**src/rtl/seg_scan_if.sv**
```systemverilog
// Load/status/display bundle between the reaction-timer control logic and
// the seven-segment scanner. master = timer side, slave = display side.
interface seg_scan_if #(
  parameter int WIDTH = 11
);
  logic             load;
  logic [WIDTH-1:0] value;
  logic [1:0]       mode;
  logic             busy;
  logic [6:0]       codeout;
  logic [7:0]       seg;

  modport master (
    output load, value, mode,
    input  busy, codeout, seg
  );

  modport slave (
    input  load, value, mode,
    output busy, codeout, seg
  );
endinterface

```
**src/rtl/seg_scan_display.sv**
```systemverilog
// Binary-to-BCD (double-dabble) converter feeding a 4-digit multiplexed
// seven-segment scanner. Optional macro SEG_SCAN_LZB_EN enables leading-zero blanking.
module seg_scan_display #(
  parameter int CLK_HZ  = 50_000_000,
  parameter int SCAN_HZ = 1000,
  parameter int WIDTH   = 11           // legal range 4..14
) (
  input  logic      clk,
  input  logic      clr,
  seg_scan_if.slave bus
);

  localparam int DWELL = CLK_HZ / SCAN_HZ;
  localparam int PW    = (DWELL > 1) ? $clog2(DWELL) : 1;
  localparam int CW    = $clog2(WIDTH + 1);

  typedef enum logic [1:0] {
    IDLE  = 2'b00,
    SHIFT = 2'b01,
    DONE  = 2'b10
  } state_t;

  typedef enum logic [1:0] {
    MODE_BLANK = 2'b00,
    MODE_NUM   = 2'b01,
    MODE_DASH  = 2'b10,
    MODE_LAMP  = 2'b11
  } mode_t;

  state_t           state, state_nxt;
  logic [WIDTH-1:0] sh;
  logic [15:0]      acc, acc_adj;
  logic             ovf;
  logic [CW-1:0]    cnt;
  mode_t            mode_ld, mode_q, mode_nxt;
  logic [3:0]       dig     [4];
  logic [3:0]       dig_nxt [4];

  logic [PW-1:0]    presc;
  logic [1:0]       idx, idx_nxt;
  logic             tc;
  logic             lz;
  logic [6:0]       code_nxt, codeout_q;
  logic [7:0]       seg_nxt, seg_q;

  function automatic logic [6:0] seg7(input logic [3:0] d);
    logic [6:0] c;
    case (d)
      4'd0:    c = 7'h3F;
      4'd1:    c = 7'h06;
      4'd2:    c = 7'h5B;
      4'd3:    c = 7'h4F;
      4'd4:    c = 7'h66;
      4'd5:    c = 7'h6D;
      4'd6:    c = 7'h7D;
      4'd7:    c = 7'h07;
      4'd8:    c = 7'h7F;
      4'd9:    c = 7'h6F;
      default: c = 7'h00;
    endcase
    return c;
  endfunction

  // ---------------------------------------------------------------- FSM
  // NOTE: sequential state uses non-blocking (<=) so every register samples
  // pre-edge values; blocking here would create order-dependent races.
  always_ff @(posedge clk or negedge clr) begin
    if (!clr) state <= IDLE;
    else      state <= state_nxt;
  end

  // NOTE: every combinational output gets a default before the case so no
  // path leaves it unassigned, which would infer a latch.
  always_comb begin
    state_nxt = state;
    unique case (state)
      IDLE:    if (bus.load) state_nxt = SHIFT;
      SHIFT:   if (cnt == CW'(1)) state_nxt = DONE;
      DONE:    state_nxt = IDLE;
      default: state_nxt = IDLE;
    endcase
  end

  always_comb begin
    bus.busy = (state == SHIFT) || (state == DONE);
  end

  // ----------------------------------------------------------- datapath
  // Add-3 correction on each BCD nibble ahead of the shift.
  always_comb begin
    acc_adj = acc;
    for (int i = 0; i < 4; i++) begin
      if (acc[4*i +: 4] >= 4'd5) acc_adj[4*i +: 4] = acc[4*i +: 4] + 4'd3;
    end
  end

  always_ff @(posedge clk or negedge clr) begin
    if (!clr) begin
      sh      <= '0;
      acc     <= '0;
      ovf     <= 1'b0;
      cnt     <= '0;
      mode_ld <= MODE_BLANK;
    end else begin
      unique case (state)
        IDLE: if (bus.load) begin
          sh      <= bus.value;
          acc     <= '0;
          ovf     <= 1'b0;
          cnt     <= CW'(WIDTH);
          mode_ld <= mode_t'(bus.mode);
        end
        SHIFT: begin
          // A bit leaving the thousands nibble is a carry into a fifth
          // digit, i.e. the value exceeds 9999; keep it sticky.
          acc <= {acc_adj[14:0], sh[WIDTH-1]};
          ovf <= ovf | acc_adj[15];
          sh  <= {sh[WIDTH-2:0], 1'b0};
          cnt <= cnt - CW'(1);
        end
        default: ;
      endcase
    end
  end

  // Display register and mode take effect together on the DONE edge.
  always_comb begin
    mode_nxt = mode_q;
    for (int i = 0; i < 4; i++) dig_nxt[i] = dig[i];
    if (state == DONE) begin
      mode_nxt = mode_ld;
      for (int i = 0; i < 4; i++) dig_nxt[i] = ovf ? 4'd9 : acc[4*i +: 4];
    end
  end

  // ------------------------------------------------------------ scanner
  assign tc      = (presc == PW'(DWELL - 1));
  assign idx_nxt = tc ? idx + 2'd1 : idx;

  always_comb begin
    lz = 1'b0;
`ifdef SEG_SCAN_LZB_EN
    lz = (idx_nxt != 2'd0);
    for (int j = 0; j < 4; j++) begin
      if (j >= int'(idx_nxt) && dig_nxt[j] != 4'd0) lz = 1'b0;
    end
`endif
  end

  // Encode from next-state values so codeout and seg share one register
  // stage and switch on the same edge.
  always_comb begin
    seg_nxt  = {4'hF, ~(4'b0001 << idx_nxt)};
    code_nxt = 7'h00;
    unique case (mode_nxt)
      MODE_BLANK: code_nxt = 7'h00;
      MODE_NUM:   code_nxt = lz ? 7'h00 : seg7(dig_nxt[idx_nxt]);
      MODE_DASH:  code_nxt = 7'h40;
      MODE_LAMP:  code_nxt = 7'h7F;
      default:    code_nxt = 7'h00;
    endcase
  end

  // NOTE: the 4-entry display register is reset like any other flop; it is
  // tiny and must read 0 out of reset, unlike a RAM that would be left unreset.
  always_ff @(posedge clk or negedge clr) begin
    if (!clr) begin
      presc     <= '0;
      idx       <= '0;
      mode_q    <= MODE_BLANK;
      for (int i = 0; i < 4; i++) dig[i] <= '0;
      seg_q     <= 8'hFF;
      codeout_q <= 7'h00;
    end else begin
      presc     <= tc ? '0 : presc + PW'(1);
      idx       <= idx_nxt;
      mode_q    <= mode_nxt;
      for (int i = 0; i < 4; i++) dig[i] <= dig_nxt[i];
      seg_q     <= seg_nxt;
      codeout_q <= code_nxt;
    end
  end

  assign bus.seg     = seg_q;
  assign bus.codeout = codeout_q;

endmodule

```
**src/flat_wrapper.sv**
```systemverilog
// flat-port wrapper written by rule: the top's interface ports become plain ports
module seg_scan_display_flat 
#(
  parameter int CLK_HZ  = 50_000_000,
  parameter int SCAN_HZ = 1000,
  parameter int WIDTH   = 11                               
)
  (clk, clr, bus_load, bus_value, bus_mode, bus_busy, bus_codeout, bus_seg);
  seg_scan_if #(.WIDTH(WIDTH)) bus_i ();
  input  logic clk;
  input  logic clr;
  input wire logic [$bits(bus_i.load)-1:0] bus_load;
  input wire logic [$bits(bus_i.value)-1:0] bus_value;
  input wire logic [$bits(bus_i.mode)-1:0] bus_mode;
  output wire logic [$bits(bus_i.busy)-1:0] bus_busy;
  output wire logic [$bits(bus_i.codeout)-1:0] bus_codeout;
  output wire logic [$bits(bus_i.seg)-1:0] bus_seg;
  assign bus_i.load = bus_load;
  assign bus_i.value = bus_value;
  assign bus_i.mode = bus_mode;
  assign bus_busy = bus_i.busy;
  assign bus_codeout = bus_i.codeout;
  assign bus_seg = bus_i.seg;
  seg_scan_display #(.CLK_HZ(CLK_HZ), .SCAN_HZ(SCAN_HZ), .WIDTH(WIDTH)) u_core (.clk(clk), .clr(clr), .bus(bus_i));
endmodule
```
**config.mk**
```make
export PLATFORM = sky130hd
export DESIGN_NAME = seg_scan_display_flat
export DESIGN_NICKNAME = d
export VERILOG_FILES = /design/src/rtl/seg_scan_if.sv /design/src/rtl/seg_scan_display.sv /design/src/flat_wrapper.sv
export SDC_FILE = /design/constraint.sdc
export NUM_CORES = 1
export LEC_CHECK = 0
export BUFFER_PORTS_ARGS = -buffer_cell sky130_fd_sc_hd__buf_2
export CORE_MARGIN = 4
export CORE_UTILIZATION = 35
export CTS_CLUSTER_SIZE = 10
export DETAILED_ROUTE_END_ITERATION = 12
export HOLD_SLACK_MARGIN = 0.1
export PLACE_DENSITY = 0.58
export SYNTH_ARGS = -nofsm -noshare
export SYNTH_HDL_FRONTEND = slang
export SYNTH_SLANG_ARGS = --single-unit
export TNS_END_PERCENT = 20
```
**constraint.sdc**
```tcl
create_clock -name clk -period 7 [get_ports clk]
set_clock_uncertainty 0.15 [all_clocks]
set_input_delay 0.35 -clock clk [delete_from_list [all_inputs] [get_ports clk]]
set_output_delay 0.35 -clock clk [all_outputs]
set_load 0.03 [all_outputs]
```
==> summary.txt <==
Global route
  • GR Util All Layers: between 10% and 20%
  • Vias in the first global route: between 3000 and 4000
  • M1 GR Usage: about 16%
  • First-pass GRT wire length: about 15000 µm
  • Global route hottest layer: met2
  • Largest net degree at the start of global routing: 84
  • Met2 usage: around a fifth
  • Gr ovfl total: 0
  • Met3 usage: 2.17%
  • Initial antenna violation count: 0

Critical path
  • Critical path required time: ~7100 ps
  • Startpoint Class: flip-flop
  • R2R Setup Slk: 3420 ps
  • Crit. End Element: flip-flop
  • Critical-path maximum fanout: 27
  • Setup Crit Path Kind: reg2reg
  • Critical path arrival: ~3700 ps
  • CP max stage delay: 1020 ps
  • Critical path, cell by cell: ha_1, and3_1, and4_1, mux2i_1, a211oi_1, and2_1, mux2_1, a21oi_1
  • Worst path slowest cell: and4_1
  • Critical path's top delay family: simple AND/OR/NAND/NOR gates
  • CP bufs+invs: 0

Clock network
  • CTS root buf: clkbuf_16
  • H-tree depth: 3
  • Resized Gates After CTS: 0
  • Clock Sinks: between 80 and 90
  • Skew-Pair Late Insertion Delay: 330 ps
  • Num CTS Buffers: 9
  • TritonCTS clock tree: yes
  • Setup Fix Bufs, Post-CTS: 0
  • Hold-fix buffers at CTS: 2
  • CTS max path bufs: 2
  • Clock slew at reported path FFs: about 60 ps

Synth
  • Synth top area share: roughly 45%
  • Synth warn: 0
  • Synth cell types: around 60
  • Post-synth top flop: dfrtp_1
  • Post-synthesis sequential area ratio: a little under half
  • Mean cell area of the mapped netlist: between 10 and 15 µm²
  • Post-Syn Area: 4360 µm²
  • Dominant cells by area after synthesis: dfrtp_1 45%, ha_1 5.5%, mux2i_1 4.4%
  • Synth area leader: dfrtp_1
  • Asr flop ratio synth: 100%
  • Post-synth EDFFs: 0
  • Seq cells post-synth: 83
  • Post-synthesis cell count: 434

Timing
  • Slew Limit Headroom: 18.9%
  • Fmax: 0.279 GHz
  • Final period util: around 50%
  • RSZ-0062 raised after global routing: no
  • Final Hold Fails: 0
  • # setup viols final: 0
  • Max Slew Vio Count: 0
  • Least-Margin Pin Slew: between 1000 and 1500 ps
  • Tmin final: roughly 3600 ps
  • Fin Setup TNS: 0 ps

Route
  • DR pass1 iterations: 5
  • Routed WL per cell: 13.5 µm
  • Detailed Route Iter0 Violations: 172
  • Routed WL: around 8500 µm
  • DR vias: 3031
  • DR DRC count: 0
  • Vias per cell: between 4 and 5
  • Antenna Nets Post-Route: 0

Floorplan
  • Site row count: 40
  • I/O pin count: 32
  • Starting Density: a little over a third
  • DIE HEIGHT: about 120 µm
  • Die W: roughly 120 µm
  • Die area: ~14000 µm²
  • Core box area: between 10000 and 15000 µm²

Finish
  • Nets@finish: about 490
  • Core Util, Final: about 40%
  • Synthesis-to-finish area growth: 12.3%
  • Layout cell share with drive strength beyond 1: roughly an eighth
  • Antenna fix cells: 0

Pwr
  • Leak Pwr: ~2.3 nW
  • Power per standard cell area: a little over 300 nW/µm²
  • Max VDD drop: ~0.12 mV

Job
  • Max-Cap Viols: 0

Placed design
  • Port-buffer cells: 27
  • Final HPWL DP: 5850 µm
  • GPL Wtd Cong: 0.826

Hold path
  • HP Class: in2async

Run status
  • Status: finished, final reports clean
==> layer usage <==
metal  wire (µm)  share of wire [%]
met4         144                1.7
met3         206                2.4
met5           0                  0
met2        4200                 50
met1        3930                 46
==> power by group <==
part           switching (W)  internal, W  total, W
registers          0.0000449     0.000562  0.000607
logic               0.000263     0.000148  0.000411
clock network       0.000185     0.000275  0.000461
==> worst register-to-register path, delay by kind of cell (launching register included) <==
family | cells | cell delay, ps
AOI/OAI and AO/OA | 2 | 670
muxes | 2 | 590
DFF | 1 | 360
and+or+nand+nor | 3 | 1560
adders and majority gates | 1 | 180
==> cell usage after synthesis (all sizes together), types with 3 or more instances <==
cell type,count
o31ai,7
mux2,3
xor2,8
nor3b,5
xnor2,16
a21oi,18
ha,19
nand3,16
nor2,31
inv,27
clkbuf,12
mux2i,19
o22ai,3
nand2b,10
and3,6
dfstp,4
nand2,50
a31oi,6
dfrtp,79
buf,12
o21ai,35
a22o,4
nor3,7
nand3b,5
a211oi,3
==> stage by stage <==
stage / std cells / setup slack [ps] / total power (W) / hold WS (ps) / cell area (µm²)
floorplan: 437 / 4170 / 0.000926 / -95.6 / 4370
global placement: 609 / 3530 / 0.00102 / 286 / 4580
detailed placement: 609 / 3420 / 0.00103 / 296 / 4580
CTS: 627 / 3400 / 0.00150 / 100 / 4890
global route: 627 / 3110 / 0.00158 / 131 / 4890
finish: 627 / 3420 / 0.00148 / 35.4 / 4890
==> sequential cells by signal, summed over array words and instances, names as in the netlist <==
register	flops
u_core.acc	16
u_core.dig	16
u_core.presc	16
u_core.sh	11
u_core.bus.codeout	7
u_core.bus.seg	4
u_core.cnt	4
u_core.idx	2
u_core.mode_ld	2
u_core.mode_q	2
u_core.state	2
u_core.ovf	1
==> cells in the final DEF, fill, tap and decap left out, types with 4 or more instances in the layout <==
| master | instances |
|---|---|
| a21oi_1 | 18 |
| a22o_1 | 4 |
| a31oi_1 | 6 |
| and3_1 | 6 |
| buf_2 | 26 |
| clkbuf_16 | 9 |
| conb_1 | 4 |
| dfrtp_1 | 79 |
| dfstp_2 | 4 |
| ha_1 | 19 |
| inv_1 | 26 |
| mux2i_1 | 19 |
| nand2_1 | 50 |
| nand2b_1 | 10 |
| nand3_1 | 16 |
| nand3b_1 | 5 |
| nor2_1 | 30 |
| nor3_1 | 7 |
| nor3b_1 | 5 |
| o21ai_0 | 33 |
| o31ai_1 | 6 |
| xnor2_1 | 15 |
| xor2_1 | 8 |
==> kinds of logic after synthesis <==
group,after synthesis,share of synthesized area (%)
buffers and inverters,51,5.60
DFF,83,47.8
and+or+nand+nor,144,16.3
AOI/OAI and AO/OA,89,13.7
muxes,23,5.75
adders and majority gates,19,5.46
other,1,0.0861
xor gates and xnor gates,24,5.26
==> final cells by class <==
cell class	instances	area, µm²
Fill cell	1203	7220
Sequential cell	83	2080
Multi-Input combinational cell	303	2040
Clock buffer	11	233
Tap cell	168	210
Timing Repair Buffer	30	165
Inverter	27	101
Clock inverter	5	53.8
==> worst paths after layout <==
| path | startpoint | cells after the start | endpoint |
|---|---|---|---|
| max in group asynchronous | clr | 1 | u_core.bus.codeout[3] |
| min in group clk | bus_value[4] | 3 | u_core.sh[4] |
| worst max-delay path | u_core.presc[0] | 8 | u_core.bus.codeout[0] |
| worst min-delay path | clr | 1 | u_core.sh[8] |
| worst max register to register | u_core.presc[0] | 8 | u_core.bus.codeout[0] |
| worst min register to register | u_core.presc[0] | 1 | u_core.presc[0] |
Note: power is estimated with default switching activity, not from simulation.
